## src/rtl/mem_port_arbiter.sv

```systemverilog
// Round-robin front end that serialises NUM_CH requesters onto one memory port,
// with per-channel completion/error pulses and a programmable response timeout.
module mem_port_arbiter #(
    parameter int unsigned NUM_CH  = 4,
    parameter int unsigned DATA_W  = 16,
    parameter int unsigned ADDR_W  = 14,
    parameter int unsigned TIMEOUT = 255
) (
    input  logic                       clk,
    input  logic                       reset_n,
    input  logic [NUM_CH-1:0]          ch_req,
    input  logic [NUM_CH-1:0]          ch_we,
    input  logic [NUM_CH*ADDR_W-1:0]   ch_addr,
    input  logic [NUM_CH*DATA_W-1:0]   ch_wdata,
    output logic [NUM_CH-1:0]          ch_gnt,
    output logic [NUM_CH-1:0]          ch_done,
    output logic [NUM_CH-1:0]          ch_err,
    output logic [DATA_W-1:0]          ch_rdata,
    output logic                       cs,
    output logic                       read_req,
    output logic                       write_req,
    output logic [ADDR_W-1:0]          addrout,
    output logic [DATA_W-1:0]          datatomem,
    input  logic [DATA_W-1:0]          datafrommem,
    input  logic                       mem_resp
);

    localparam int unsigned PTR_W   = (NUM_CH > 1) ? $clog2(NUM_CH) : 1;
    localparam int unsigned CNT_W   = (TIMEOUT > 0) ? $clog2(TIMEOUT + 1) : 1;
    localparam int unsigned TO_LAST = (TIMEOUT > 0) ? TIMEOUT - 1 : 0;
    localparam bit          TO_EN   = (TIMEOUT != 0);

    typedef enum logic [1:0] {
        IDLE   = 2'd0,
        ACCESS = 2'd1,
        RESP   = 2'd2
    } state_t;

    state_t             state;
    logic [PTR_W-1:0]   ptr;
    logic [PTR_W-1:0]   win;
    logic               acc_we;
    logic [CNT_W-1:0]   cnt;

    logic               win_found;
    logic [PTR_W-1:0]   win_idx;
    logic [PTR_W-1:0]   scan_idx;

    logic [ADDR_W-1:0]  addr_arr  [NUM_CH];
    logic [DATA_W-1:0]  wdata_arr [NUM_CH];

    // Split the flat channel buses into per-channel slices.
    for (genvar i = 0; i < NUM_CH; i++) begin : g_unpack
        assign addr_arr[i]  = ch_addr[i*ADDR_W +: ADDR_W];
        assign wdata_arr[i] = ch_wdata[i*DATA_W +: DATA_W];
    end

    // Round-robin pick: first requester found scanning upward from ptr+1 with wrap.
    always_comb begin
        win_found = 1'b0;
        win_idx   = '0;
        scan_idx  = '0;
        for (int k = 1; k <= int'(NUM_CH); k++) begin
            scan_idx = PTR_W'((int'(ptr) + k) % int'(NUM_CH));
            if (!win_found && ch_req[scan_idx]) begin
                win_found = 1'b1;
                win_idx   = scan_idx;
            end
        end
    end

    // Arbitration FSM with registered memory strobes and channel pulses.
    always_ff @(posedge clk) begin
        if (!reset_n) begin
            state     <= IDLE;
            ptr       <= PTR_W'(NUM_CH - 1);
            win       <= '0;
            acc_we    <= 1'b0;
            cnt       <= '0;
            ch_gnt    <= '0;
            ch_done   <= '0;
            ch_err    <= '0;
            ch_rdata  <= '0;
            cs        <= 1'b0;
            read_req  <= 1'b0;
            write_req <= 1'b0;
            addrout   <= '0;
            datatomem <= '0;
        end else begin
            ch_gnt  <= '0;
            ch_done <= '0;
            ch_err  <= '0;
            case (state)
                IDLE: begin
                    if (win_found) begin
                        win             <= win_idx;
                        acc_we          <= ch_we[win_idx];
                        addrout         <= addr_arr[win_idx];
                        datatomem       <= wdata_arr[win_idx];
                        cnt             <= '0;
                        cs              <= 1'b1;
                        read_req        <= !ch_we[win_idx];
                        write_req       <= ch_we[win_idx];
                        ch_gnt[win_idx] <= 1'b1;
                        state           <= ACCESS;
                    end
                end
                ACCESS: begin
                    cnt <= cnt + CNT_W'(1);
                    // A response in the same cycle as the timeout wins.
                    if (mem_resp) begin
                        if (!acc_we) begin
                            ch_rdata <= datafrommem;
                        end
                        ch_done[win] <= 1'b1;
                        cs           <= 1'b0;
                        read_req     <= 1'b0;
                        write_req    <= 1'b0;
                        state        <= RESP;
                    end else if (TO_EN && (cnt == CNT_W'(TO_LAST))) begin
                        ch_rdata     <= '0;
                        ch_done[win] <= 1'b1;
                        ch_err[win]  <= 1'b1;
                        cs           <= 1'b0;
                        read_req     <= 1'b0;
                        write_req    <= 1'b0;
                        state        <= RESP;
                    end
                end
                RESP: begin
                    ptr   <= win;
                    state <= IDLE;
                end
                default: begin
                    state <= IDLE;
                end
            endcase
        end
    end

endmodule

```

## config.mk

```make
export PLATFORM = sky130hd
export DESIGN_NAME = mem_port_arbiter
export DESIGN_NICKNAME = d
export VERILOG_FILES = /design/src/rtl/mem_port_arbiter.sv
export SDC_FILE = /design/constraint.sdc
export NUM_CORES = 1
export LEC_CHECK = 0
export ABC_AREA = 1
export CORE_UTILIZATION = 42
export DETAILED_ROUTE_END_ITERATION = 8
export PLACE_DENSITY = 0.85
export SYNTH_ARGS = -nofsm -noshare
export SYNTH_HDL_FRONTEND = slang
export SYNTH_SLANG_ARGS = --single-unit
```

## constraint.sdc

```tcl
create_clock -name clk -period 2.2 [get_ports clk]
set_clock_uncertainty 0.05 [all_clocks]
set_input_delay 0.44 -clock clk [delete_from_list [all_inputs] [get_ports clk]]
set_output_delay 0.44 -clock clk [all_outputs]
set_load 0.1 [all_outputs]
```

==> results of run 1 <==
## power by group through the flow
stage	clock, mW	combinational (mW)	sequential, mW
2_1_floorplan	0	1.21	2.89
3_3_place_gp	0	3.33	1.71
3_5_place_dp	0	3.35	1.71
4_1_cts	1.28	3.36	1.68
5_1_grt	1.34	3.63	1.71
6_report	1.25	3.36	1.68
## tightest hold or removal path: stages, from the launching register on
cell and delay (ns):
sky130_fd_sc_hd__dfxtp_1 0.32, sky130_fd_sc_hd__nand2_1 0.06, sky130_fd_sc_hd__a21oi_1 0.05
## final cells by class
type	count	area [sq um]	area share, %
Clock buffer	9	124	1.83
Multi-Input combinational cell	558	2420	35.8
Sequential cell	76	1520	22.6
Tap cell	133	166	2.46
Timing Repair Buffer	233	2220	32.9
Inverter	53	199	2.95
Clock inverter	7	104	1.54
## per-stage QoR
| step | cell area [sq um] | worst slack, ns |
|---|---|---|
| final | 6750 | 0.148 |
| after CTS | 6730 | 0.135 |
| after global placement | 6510 | -0.139 |
| after floorplan | 4360 | 0.353 |
| after detailed placement | 6510 | -0.174 |
| after global routing | 6750 | -0.00499 |
## worst max-delay path by stage
| stage | slack [ns] | depth (start not counted) | endpoint | start |
|---|---|---|---|---|
| 2_1_floorplan | 0.35 | 10 | ch_rdata[6] | cnt[0] |
| 3_3_place_gp | -0.14 | 12 | read_req | ch_req[3] |
| 3_5_place_dp | -0.17 | 12 | read_req | ch_req[3] |
| 4_1_cts | 0.14 | 8 | ch_rdata[6] | cnt[1] |
| 5_1_grt | -0.005 | 16 | datatomem[3] | ch_req[0] |
| 6_report | 0.15 | 13 | acc_we | ch_req[2] |
## layout by cell type, fill, tap and decap left out, types with 2 or more instances in the layout
master,Yosys,layout
sky130_fd_sc_hd__nand2_1,296,294
sky130_fd_sc_hd__clkdlybuf4s50_1,0,146
sky130_fd_sc_hd__nand3_1,104,104
sky130_fd_sc_hd__nor2_1,82,82
sky130_fd_sc_hd__buf_4,0,78
sky130_fd_sc_hd__dfxtp_1,76,74
sky130_fd_sc_hd__inv_1,49,48
sky130_fd_sc_hd__a21oi_1,27,27
sky130_fd_sc_hd__nand4_1,18,18
sky130_fd_sc_hd__o21ai_0,10,10
sky130_fd_sc_hd__clkbuf_8,0,9
sky130_fd_sc_hd__buf_12,0,8
sky130_fd_sc_hd__nand2_2,3,5
sky130_fd_sc_hd__inv_6,0,4
sky130_fd_sc_hd__inv_2,3,3
sky130_fd_sc_hd__nor3_1,3,3
sky130_fd_sc_hd__nand3_4,1,2
sky130_fd_sc_hd__clkinv_1,1,2
sky130_fd_sc_hd__nor4_1,2,2
sky130_fd_sc_hd__a211oi_1,2,2
sky130_fd_sc_hd__ha_1,2,2
sky130_fd_sc_hd__bufinv_16,0,2
sky130_fd_sc_hd__dfxtp_2,0,2
## logic make-up (layout without fill, tap and decap cells)
logic type / Yosys count / count (layout) / synth area share [%]
simple gates: 513 / 513 / 49.4
compound gates: 43 / 43 / 5.26
buf+inv: 97 / 302 / 9.85
fa+ha+maj: 2 / 2 / 0.574
flops: 76 / 76 / 34.9
## sequential cells by signal, summed over array words and instances, names as in the netlist, 4 cells and up
register   cells
ch_rdata      16
datatomem     16
addrout       14
cnt            8
ch_err         4
ch_gnt         4
ch_done        4
## metal layers
layer	GRT usage (%)	part of all wire [%]	wire [um]
met3	5.03	5.1	712
met5	0	0	0
met1	33.3	43	6050
met2	44.3	49	6800
met4	8.98	2.5	348
## what timing repair did
action / 4_1_cts / 5_1_grt
gates resized for setup: 0 / 6
hold endpoints to repair: 0 / 0
setup endpoints to repair: 0 / 47
==> qor.yml, run 1 <==
outcome:
  status: "completed"
yosys:
  synth_sequential_area_ratio_pct: 34.9
  number_of_flops_mapped_to_enable_cells_by_yosys: 0
  area_of_the_mapped_netlist_sq_um: 4360
  yosys_warnings: 0
  ys_ff_latch: 76
  post_synth_main_area_contributors: "sky130_fd_sc_hd__dfxtp_1 (35%), sky130_fd_sc_hd__nand2_1 (26%), sky130_fd_sc_hd__nand3_1 (12%)"
  ys_top_cells_by_count: "sky130_fd_sc_hd__nand2_1 (296), sky130_fd_sc_hd__nand3_1 (104), sky130_fd_sc_hd__nor2_1 (82), sky130_fd_sc_hd__dfxtp_1 (76), sky130_fd_sc_hd__inv_1 (49)"
  top_ff_cell_synth: "sky130_fd_sc_hd__dfxtp_1"
  synth_largest_type_area_fraction_pct: 34.9
  post-synth-top-count-cell: "sky130_fd_sc_hd__nand2_1"
  synth_async_sr_flop_share_pct: 0
  post_synth_inst_count: 731
  net_count_after_synthesis: 880
  synth_top_cell_by_area: "sky130_fd_sc_hd__dfxtp_1"
  syn_area_per_cell_sq_um: 5.96
  synth.lib_cells_used.distinct: 27
timing:
  setup-violations-final: 0
  finalHoldViolations: 0
  timing.final.max_slew_violations: 0
  timing.hold.ws_ns: 0.416
  timing.max_slew.rel_slack_pct: 66.0
  worst-slew-pin-transition_ns: 0.505
  finalSetupTns_ns: 0
  timing.final.crit_share_pct: 93.3
  final.min_clock_period_ns: 2.05
  max_freq_mhz: 487
pwr:
  power_switching_mw: 3.05
  totalPowerFinal_mw: 6.30
  sequentialPowerShare_pct: 26.7
  power.switching_fraction_pct: 48.3
  p_comb_share_pct: 53.4
  power.density_nw_per_um2: 933
  peakVddDrop_mv: 0.557
  power.static_leakage_nw: 3.35
  internal_dissipation_mw: 3.26
  pwr-share-clk_pct: 19.9
global_route:
  grt_max_degree: 39
  antenna_found_initial: 0
  global_route_wire_length_before_repair_um: 23000
  first_global_vias: 4764
  gr-usage-all-layers_pct: 26.3
  overflow: 0
hold_path:
  hold_end: "ch_rdata[14]"
  worstHoldPathCells: 2
  hp-start: "ch_rdata[14]"
  min-delay-path-class: "flop to flop"
clock_tree:
  cts_hold_buf: 0
  cts_tree: "yes"
  clock_tree.htree_level_count: 3
  path_clk_slew_ns: 0.09
  clock_tree.root_cell: "sky130_fd_sc_hd__clkbuf_8"
  postCtsSetupRepairBufs: 0
  clock_sink_count: 76
  clock_insertion_delay_at_the_later_pin_of_the_skew_report_ns: 0.36
  numCtsBuffers: 9
  clock_tree.buffer_depth: 2
cells_and_area:
  final_layout_size_suffix_gt1_share_pct: 12.7
  nNetsFinal: 1080
  insertedDiodeCount: 0
  final_cell_count_no_fill: 1069
  synthToLayoutAreaGrowth_pct: 55.0
  final_core_utilization_pct: 68.1
  number_of_inserted_filler_cells_in_the_final_layout: 885
worst_setup_path:
  path_common_cell: "sky130_fd_sc_hd__nand2_1"
  end_kind: "flop"
  r2r_depth: 13
  worstSetupPathType: "input pin to flop"
  cpMaxStageDelayCell: "sky130_fd_sc_hd__clkdlybuf4s50_1"
  r2r_setup_slack_ns: 0.18
  crit-reg2reg-capture: "acc_we"
  critical_path.max_fanout: 34
  critPathBufInv: 2
  r2r_startpoint: "ptr[0]"
  cp_cell_sequence: "clkdlybuf4s50_1, nand2_1, nand2_1, nand2_1, nand2_1, nor2_4, nand3_1, a21oi_2, buf_12, nand2_1, nand2_1, nand2_1, nand2_1"
  critical-path-top-delay-family: "simple AND/OR/NAND/NOR gates"
  critical_path.startpoint_type: "input pin"
  arrival_time_of_data_at_the_critical_path_endpoint_ns: 2.31
  max_stage_delay_ns: 0.43
  worstPathRequired_ns: 2.45
floorplan:
  start_util_pct: 44.0
  die_area_sq_um: 10800
  floorplan.core_area_sq_um: 9910
  die_x_um: 104
  floorplan.rows: 36
  die_y_um: 104
  pin_count: 208
run:
  count_of_max_cap_constraint_violations: 0
placement:
  dp_hpwl_um: 9960
  gpl.final_weighted_congestion: 0.886
  dp.cells: 1053
  quantity_of_i_o_buffers_inserted_on_ports: 207
drt:
  post-route-drc-count: 0
  drtPass1Iterations: 4
  wirelength_um: 13900
  final_antenna_net_count: 0
  drt_iter0_drc: 252
  post_drt_wl_per_cell_um: 13.0
  num_vias: 5255
  drt-vias-per-instance: 4.92
(Power assumes the default switching activity.)
==> run 2: changes to the inputs <==
SKIP_CTS_REPAIR_TIMING = 1   (was unset)
==> results of run 2 <==
No change in the layout: final DEF, timing and power equal those of run 1.
==> run 3: changes to the inputs <==
CTS_CLUSTER_SIZE = 12   (was unset)
==> results of run 3 <==
No change in the layout: final DEF, timing and power equal those of run 1.
